File: config.mk
export PLATFORM = sky130hd
export DESIGN_NAME = div_seq_32
export DESIGN_NICKNAME = d
export VERILOG_FILES = /design/src/rtl/div_seq_32.sv
export SDC_FILE = /design/constraint.sdc
export NUM_CORES = 1
export LEC_CHECK = 0
export CAP_MARGIN = 20
export CORE_MARGIN = 8
export CORE_UTILIZATION = 55
export CTS_CLUSTER_DIAMETER = 60
export CTS_CLUSTER_SIZE = 8
export DETAILED_ROUTE_END_ITERATION = 12
export DONT_BUFFER_PORTS = 1
export GPL_TIMING_DRIVEN = 0
export HOLD_SLACK_MARGIN = 0.1
export PLACE_DENSITY = 0.78
export RECOVER_POWER = 50
export SLEW_MARGIN = 25
export SYNTH_ARGS = -nofsm -noshare
export SYNTH_HDL_FRONTEND = slang
export SYNTH_SLANG_ARGS = --single-unit
export TNS_END_PERCENT = 10
File: constraint.sdc
create_clock -name clk -period 5.7 [get_ports clk]
set_input_delay 1.14 -clock clk [delete_from_list [all_inputs] [get_ports clk]]
set_output_delay 1.14 -clock clk [all_outputs]
set_load 0.03 [all_outputs]
File: src/rtl/div_seq_32.sv
// rtl/div_seq_32.sv - multi-cycle restoring integer divider for DIV (quotient to LO, remainder to HI)
module div_seq_32 #(
  parameter int WIDTH = 32
) (
  input  logic             clk,
  input  logic             clr,
  input  logic             start,
  input  logic             is_signed,
  input  logic [WIDTH-1:0] dividend,
  input  logic [WIDTH-1:0] divisor,
  output logic             busy,
  output logic             done,
  output logic [WIDTH-1:0] quot,
  output logic [WIDTH-1:0] rem,
  output logic             div_by_zero
);

  localparam int CW = $clog2(WIDTH) + 1;

  typedef enum logic [1:0] {IDLE, ITER, FIX, DONE} state_t;

  state_t           state_q, state_d;
  logic [WIDTH:0]   a_q, a_d;
  logic [WIDTH-1:0] q_q, q_d;
  logic [WIDTH-1:0] m_q, m_d;
  logic [CW-1:0]    count_q, count_d;
  logic             neg_quot_q, neg_quot_d;
  logic             neg_rem_q, neg_rem_d;
  logic [WIDTH-1:0] quot_q, quot_d;
  logic [WIDTH-1:0] rem_q, rem_d;
  logic             dbz_q, dbz_d;
  logic [WIDTH+1:0] diff;

  always_ff @(posedge clk) begin
    if (clr) begin
      state_q    <= IDLE;
      a_q        <= '0;
      q_q        <= '0;
      m_q        <= '0;
      count_q    <= '0;
      neg_quot_q <= 1'b0;
      neg_rem_q  <= 1'b0;
      quot_q     <= '0;
      rem_q      <= '0;
      dbz_q      <= 1'b0;
    end else begin
      state_q    <= state_d;
      a_q        <= a_d;
      q_q        <= q_d;
      m_q        <= m_d;
      count_q    <= count_d;
      neg_quot_q <= neg_quot_d;
      neg_rem_q  <= neg_rem_d;
      quot_q     <= quot_d;
      rem_q      <= rem_d;
      dbz_q      <= dbz_d;
    end
  end

  always_comb begin
    state_d    = state_q;
    a_d        = a_q;
    q_d        = q_q;
    m_d        = m_q;
    count_d    = count_q;
    neg_quot_d = neg_quot_q;
    neg_rem_d  = neg_rem_q;
    quot_d     = quot_q;
    rem_d      = rem_q;
    dbz_d      = dbz_q;
    // Trial subtract of the shifted partial remainder; one extra top bit acts as the borrow.
    diff       = {a_q, q_q[WIDTH-1]} - {2'b00, m_q};

    case (state_q)
      IDLE: begin
        if (start) begin
          if (divisor == '0) begin
            quot_d  = '1;
            rem_d   = dividend;
            dbz_d   = 1'b1;
            state_d = DONE;
          end else begin
            neg_quot_d = is_signed & (dividend[WIDTH-1] ^ divisor[WIDTH-1]);
            neg_rem_d  = is_signed & dividend[WIDTH-1];
            m_d        = (is_signed & divisor[WIDTH-1]) ? -divisor : divisor;
            q_d        = (is_signed & dividend[WIDTH-1]) ? -dividend : dividend;
            a_d        = '0;
            count_d    = '0;
            dbz_d      = 1'b0;
            state_d    = ITER;
          end
        end
      end
      ITER: begin
        q_d     = {q_q[WIDTH-2:0], ~diff[WIDTH+1]};
        a_d     = diff[WIDTH+1] ? {a_q[WIDTH-1:0], q_q[WIDTH-1]} : diff[WIDTH:0];
        count_d = count_q + 1'b1;
        if (count_q == CW'(WIDTH - 1)) state_d = FIX;
      end
      FIX: begin
        quot_d  = neg_quot_q ? -q_q : q_q;
        rem_d   = neg_rem_q ? -a_q[WIDTH-1:0] : a_q[WIDTH-1:0];
        state_d = DONE;
      end
      DONE: state_d = IDLE;
      default: state_d = IDLE;
    endcase
  end

  assign busy        = (state_q != IDLE);
  assign done        = (state_q == DONE);
  assign quot        = quot_q;
  assign rem         = rem_q;
  assign div_by_zero = dbz_q;

endmodule

==> impl_metrics.env, run 1 <==
export IMPL_status="finished clean"
export IMPL_numPortBuffers=0
export IMPL_async_reset_ff_share_pct=0
export IMPL_fin_crit_sh_pct=81.0
export IMPL_die_w_um=159
export IMPL_ctsHtreeMaxLevel=4
export IMPL_grt_pass1_vias=10500
export IMPL_ant_nets=0
export IMPL_layout_drive_gt1_share_pct=4.35
export IMPL_post_cts_setup_buffer_count=0
export IMPL_cts_resized_gates=0
export IMPL_synth_edf_count=0
export IMPL_finalPower_mw=3.64
export IMPL_grt_pass1_wl_um=55400
export IMPL_cts_sinks=172
export IMPL_dp_cells=1732
export IMPL_drc=0
export IMPL_yosysSeqAreaShare_pct=30.7
export IMPL_hpwl_um=27700
export IMPL_powerDensity_nw_per_um2=302
export IMPL_hold_viol_final=0
export IMPL_area_delta_synth_final_pct=7.86
export IMPL_worstSetupEndpointType="flop"
export IMPL_dieArea_um2=25200
export IMPL_rsz0062_at_grt="false"
export IMPL_yosysTopAreaCell="dfxtp_1"
export IMPL_maxCapViolations=0
export IMPL_fin_worst_skew_ns=0.0166
export IMPL_critPathLaunchType="primary input"
export IMPL_vias_per_cell=6.25
export IMPL_wl_per_cell_um=20.2
export IMPL_hold_buffers=0
export IMPL_cts_root_buf="clkbuf_16"
export IMPL_ys_flop_type="dfxtp_1"
export IMPL_max_freq_mhz=217
export IMPL_synth_cell_types=67
export IMPL_dr_pass1_iters=5
export IMPL_grt_usage_pct=26.9
export IMPL_hold_path_class="flop to flop"
export IMPL_synth_top_area_share_pct=30.7
export IMPL_mappedNetlistArea_um2=11200
export IMPL_clk_path_buf_depth=2
export IMPL_fp_coreArea_um2=20100
export IMPL_cts_tree="built"
export IMPL_ir_drop_mv=0.224
export IMPL_setup_viol=0
export IMPL_synth_cells=1462
export IMPL_clk_pin_slew_ns=0.07
export IMPL_crit_type="primary input to flop"
export IMPL_pin_count=135
export IMPL_ys_warn_count=0
export IMPL_route_vias_total=11000
export IMPL_row_count=52
export IMPL_ys_ff_latch=172
export IMPL_slew_violations=0
export IMPL_synth_area_per_cell_um2=7.66
export IMPL_gp_congestion=0.951
export IMPL_diodes=0
export IMPL_insertion_delay_ns=0.45
export IMPL_fillers=1843
export IMPL_synth_nets=1573
export IMPL_relSlewSlack_pct=6.62
export IMPL_cts_buffers=17
export IMPL_finalWirelength_um=35500
export IMPL_power_leakage_nw=4.39
export IMPL_initial_core_util_pct=55.7
export IMPL_antenna_found_initial=0
export IMPL_dieHeight_um=159
export IMPL_min_period_ns=4.62
export IMPL_cp_arrival_ns=4.97
export IMPL_grt_overflow=0
export IMPL_drtIter0Drc=773
export IMPL_fin_cells=1764
export IMPL_nNetsFinal=1592
export IMPL_grt_max_degree=18
export IMPL_worst_pin_slew_ns=1.39
export IMPL_cp_required_ns=6.05
export IMPL_synth_top_cells_by_area="dfxtp_1 (31%), nand2_1 (7.8%), xor2_1 (6.8%)"
export IMPL_setup_tns_ns=0
export IMPL_crit_fanout=10
kinds of logic after synthesis:
| family | after synthesis | share of synthesized area, % |
|---|---|---|
| fa+ha+maj | 43 | 4.87 |
| xor+xnor | 152 | 11.9 |
| mux | 36 | 3.22 |
| compound gates | 433 | 25.1 |
| flops | 172 | 30.7 |
| buf+inv | 146 | 5.17 |
| simple gates | 480 | 19.0 |
worst max-delay path, cell delays in order:
cell and delay, ns:
nor4_1 0.42, nand4b_1 0.25, nor4_1 0.80, and2_0 0.22, clkbuf_1 0.24, a21oi_1 0.36
a21oi_1 0.76, clkbuf_1 0.47, nand2_1 0.14, a21oi_1 0.16
stage by stage:
stage          utilization [%]  instance area (µm²)  setup WS (ns)  hold WS [ns]
6_report                  60.1                12100           1.08         0.463
5_1_grt                   60.1                12100          0.800         0.489
4_1_cts                   60.2                12100           1.93         0.464
3_5_place_dp              57.4                11500           1.49         0.455
3_3_place_gp              57.4                11500           1.57         0.443
2_1_floorplan                -                11200           2.34         0.432
sequential cells by signal, indices dropped and copies added (netlist names):
signal,cells
q_q,32
div_by_zero,1
a_q,33
rem,32
state_q,2
quot,32
m_q,32
count_q,6
neg_quot_q,1
neg_rem_q,1
final timing paths:
check | startpoint | end | slack, ns | cells after the start
setup / recovery | divisor[7] | q_q[2] | 1.08 | 10
hold / removal | m_q[0] | m_q[0] | 0.46 | 2
setup reg to reg | q_q[31] | a_q[30] | 1.96 | 13
hold reg to reg | m_q[0] | m_q[0] | 0.46 | 2
cell type report:
class                           instances  area [µm²]  share of cell area (%)
Buffer                                 86         350                    2.90
Clock buffer                           18         439                    3.63
Clock inverter                         14         124                    1.02
Inverter                               60         225                    1.86
Multi-Input combinational cell       1144        7170                    59.3
Sequential cell                       172        3440                    28.5
Tap cell                              270         338                    2.80
per-layer routing:
layer	GRT usage, %	up-vias	wire, µm
met5	0	-	0
met4	14.2	0	1580
met3	6.88	106	3120
met2	45.8	484	16800
met1	30.4	5188	14000
li1	-	5241	-
power by group:
group	switching (mW)	internal (mW)	leakage, nW	total, mW
combinational	0.704	0.375	2.71	1.08
clock	0.561	0.589	0.285	1.15
sequential	0.119	1.30	1.40	1.42
cells in the mapped netlist (7+ instances only):
library cell    n
o211ai_1       39
buf_2          16
nor2_1        125
mux2i_1        36
or3_1           7
a211oi_1       45
a21oi_1       123
o41ai_1        11
o31ai_1        19
o21ai_0        96
inv_1          60
nor3_1         22
xor2_1         87
dfxtp_1       172
xnor2_1        65
clkbuf_1       65
ha_1           42
a311oi_1       32
a21o_1         15
nand2_1       233
or4_1          11
nor4_1         10
nand3_1        21
layout by cell type (no fill, tap or decap), types with 5 or more instances in the layout:
master / instances
buf_2: 13
nor2_1: 126
nor3_1: 22
a21o_1: 15
inv_8: 5
clkbuf_1: 68
a311oi_1: 32
xor2_1: 87
ha_1: 42
nand3b_1: 6
inv_1: 60
nand4_1: 6
o21ai_0: 96
dfxtp_1: 172
and3_1: 5
and2_1: 5
nand3_1: 21
o41ai_1: 11
or3_1: 7
nand2_1: 233
nor4_1: 11
a211oi_1: 45
o211ai_1: 39
a31oi_1: 6
mux2i_1: 36
a21boi_0: 5
xnor2_1: 65
o21a_1: 5
clkbuf_16: 17
a21oi_1: 125
or4_1: 11
o31ai_1: 19
No activity file was read; power rests on OpenSTA's default activity.
==> inputs of run 2 (changes only) <==
- ABC_AREA: not set -> 1
- clock period: 5.7 -> 4.8 ns (I/O delays scaled with it)
==> run 2 against run 1 <==
Net effect: synthesized cell count is 44% higher; clock skew is 0.0015 ns higher; area after synthesis is 14% higher; cell count is 39% higher; via count is 31% higher; critical endpoint is now rem[17]; highest routed layer unchanged.
==> impl_metrics.env, run 2 <==
export IMPL_status="finished clean"
export IMPL_initial_core_util_pct=55.3
export IMPL_crit_type="primary input to flop"
export IMPL_relSlewSlack_pct=38.5
export IMPL_largest_reg_flops=33
export IMPL_ys_flop_type="dfxtp_1"
export IMPL_hold_depth=2
export IMPL_cts_buffers=17
export IMPL_ctsHtreeMaxLevel=4
export IMPL_cts_resized_gates=0
export IMPL_ir_drop_mv=0.244
export IMPL_async_reset_ff_share_pct=0
export IMPL_route_vias_total=14400
export IMPL_max_freq_mhz=272
export IMPL_grt_pass1_vias=13300
export IMPL_hold_viol_final=0
export IMPL_ff2ff_path_depth=9
export IMPL_cts_root_buf="clkbuf_16"
export IMPL_slew_violations=0
export IMPL_cts_sinks=172
export IMPL_cp_arrival_ns=4.01
export IMPL_ant_nets=0
export IMPL_hpwl_um=40000
export IMPL_layout_commonest_cell="nand2_1"
export IMPL_synth_most_common_cell="nand2_1"
export IMPL_wl_per_cell_um=20.2
export IMPL_grt_overflow=0
export IMPL_critPathLaunchType="primary input"
export IMPL_diodes=0
export IMPL_drc=0
export IMPL_synth_area_per_cell_um2=6.10
export IMPL_grt_pass1_wl_um=75800
export IMPL_insertion_delay_ns=0.44
export IMPL_synth_cell_types=48
export IMPL_cp_required_ns=5.14
export IMPL_antenna_found_initial=0
export IMPL_layout_common_cells="nand2_1 (511), inv_1 (276), a21oi_1 (197)"
export IMPL_worst_pin_slew_ns=0.922
export IMPL_mappedNetlistArea_um2=12800
export IMPL_ys_ff_latch=172
export IMPL_power_leakage_nw=6.56
export IMPL_synthTopCellsByCount="nand2_1 (511), inv_1 (275), a21oi_1 (197)"
export IMPL_dr_pass1_iters=5
export IMPL_whs_ns=0.489
export IMPL_synth_nets=2212
export IMPL_pin_count=135
export IMPL_gp_congestion=1.05
export IMPL_layout_drive_gt1_share_pct=4.59
export IMPL_grt_usage_pct=34.1
export IMPL_numPortBuffers=0
export IMPL_dieArea_um2=28500
export IMPL_synth_top_area_share_pct=26.8
export IMPL_clk_path_buf_depth=2
export IMPL_setup_tns_ns=0
export IMPL_grt_max_degree=20
export IMPL_yosysTopAreaCell="dfxtp_1"
export IMPL_powerDensity_nw_per_um2=343
export IMPL_finalWirelength_um=49400
export IMPL_crit_fanout=10
export IMPL_drtIter0Drc=1718
export IMPL_maxCapViolations=0
export IMPL_worstSetupEndpointType="flop"
export IMPL_cts_tree="built"
export IMPL_r2r_setup_slack_ns=1.57
export IMPL_synth_top_cells_by_area="dfxtp_1 (27%), nand2_1 (15%), inv_1 (8.0%)"
export IMPL_hold_path_class="flop to flop"
export IMPL_yosysSeqAreaShare_pct=26.8
export IMPL_min_period_ns=3.67
export IMPL_nNetsFinal=2231
export IMPL_fp_coreArea_um2=23200
export IMPL_die_w_um=169
export IMPL_vias_per_cell=5.87
export IMPL_clk_pin_slew_ns=0.08
export IMPL_setup_viol=0
export IMPL_ys_warn_count=0
export IMPL_top_register="a_q"
export IMPL_synth_cells=2101
export IMPL_synth_edf_count=0
export IMPL_dieHeight_um=169
export IMPL_row_count=56
export IMPL_fin_worst_skew_ns=0.0181
export IMPL_fin_crit_sh_pct=76.5
export IMPL_post_cts_setup_buffer_count=0
export IMPL_hold_buffers=0
export IMPL_rsz0062_at_grt="false"
export IMPL_area_delta_synth_final_pct=7.56
==> run 2: metal layers <==
layer  up-vias  track usage (%)  routed length, µm
li1       6956                -                  -
met1      6569             41.7              19500
met2       739             53.6              21500
met3       136             6.92               4690
met4         0             23.2               3720
met5         -                0                  0
==> run 2: cells by family (layout without fill, tap and decap cells) <==
family | after synthesis | count (layout) | synth area share [%]
simple gates | 991 | 991 | 33.7
xor+xnor | 63 | 63 | 4.30
fa+ha+maj | 43 | 43 | 4.25
buf+inv | 365 | 397 | 11.5
compound gates | 467 | 467 | 19.4
flops | 172 | 172 | 26.8
==> run 2: path summary, 6_finish.rpt <==
kind	startpoint	endpoint
setup / recovery	divisor[0]	rem[17]
hold reg to reg	count_q[4]	count_q[4]
setup reg to reg	state_q[0]	rem[17]
hold / removal	count_q[4]	count_q[4]
==> run 2: area by class of cell <==
class	count	area, µm²
fill	2408	9400
clock buffer	17	425
buffer	85	402
sequential	172	3440
inverter	280	1050
tap	319	399
clock inverter	15	173
multi-input combinational	1564	7900
==> run 2: critical path, cell delays in order <==
cell and delay [ns]:
inv_1 0.10, ha_1 0.22, nand3_1 0.15, nor2_1 0.18
nand4_1 0.21, or2_0 0.26, o21ai_0 0.13, clkbuf_1 0.59
clkbuf_1 0.65, nand3_1 0.37, nand2_1 0.14, inv_1 0.05
==> run 2: through the flow <==
stage / instances / util (%) / power (mW) / setup slack [ns] / cell area [µm²]
after detailed placement: 2420 / 57.0 / 3.31 / 1.62 / 13200
final: 2452 / 59.5 / 4.73 / 1.13 / 13800
after global routing: 2452 / 59.5 / 4.97 / 1.02 / 13800
after CTS: 2452 / 59.6 / 4.70 / 2.06 / 13800
after global placement: 2420 / 57.0 / 3.29 / 1.61 / 13200
after floorplan: 2101 / - / 2.83 / 2.24 / 12800
==> run 2: power by group <==
| group | switching (mW) | internal [mW] |
|---|---|---|
| clock network | 0.714 | 0.702 |
| registers | 0.166 | 1.56 |
| logic | 1.13 | 0.467 |
| total | 2.01 | 2.73 |
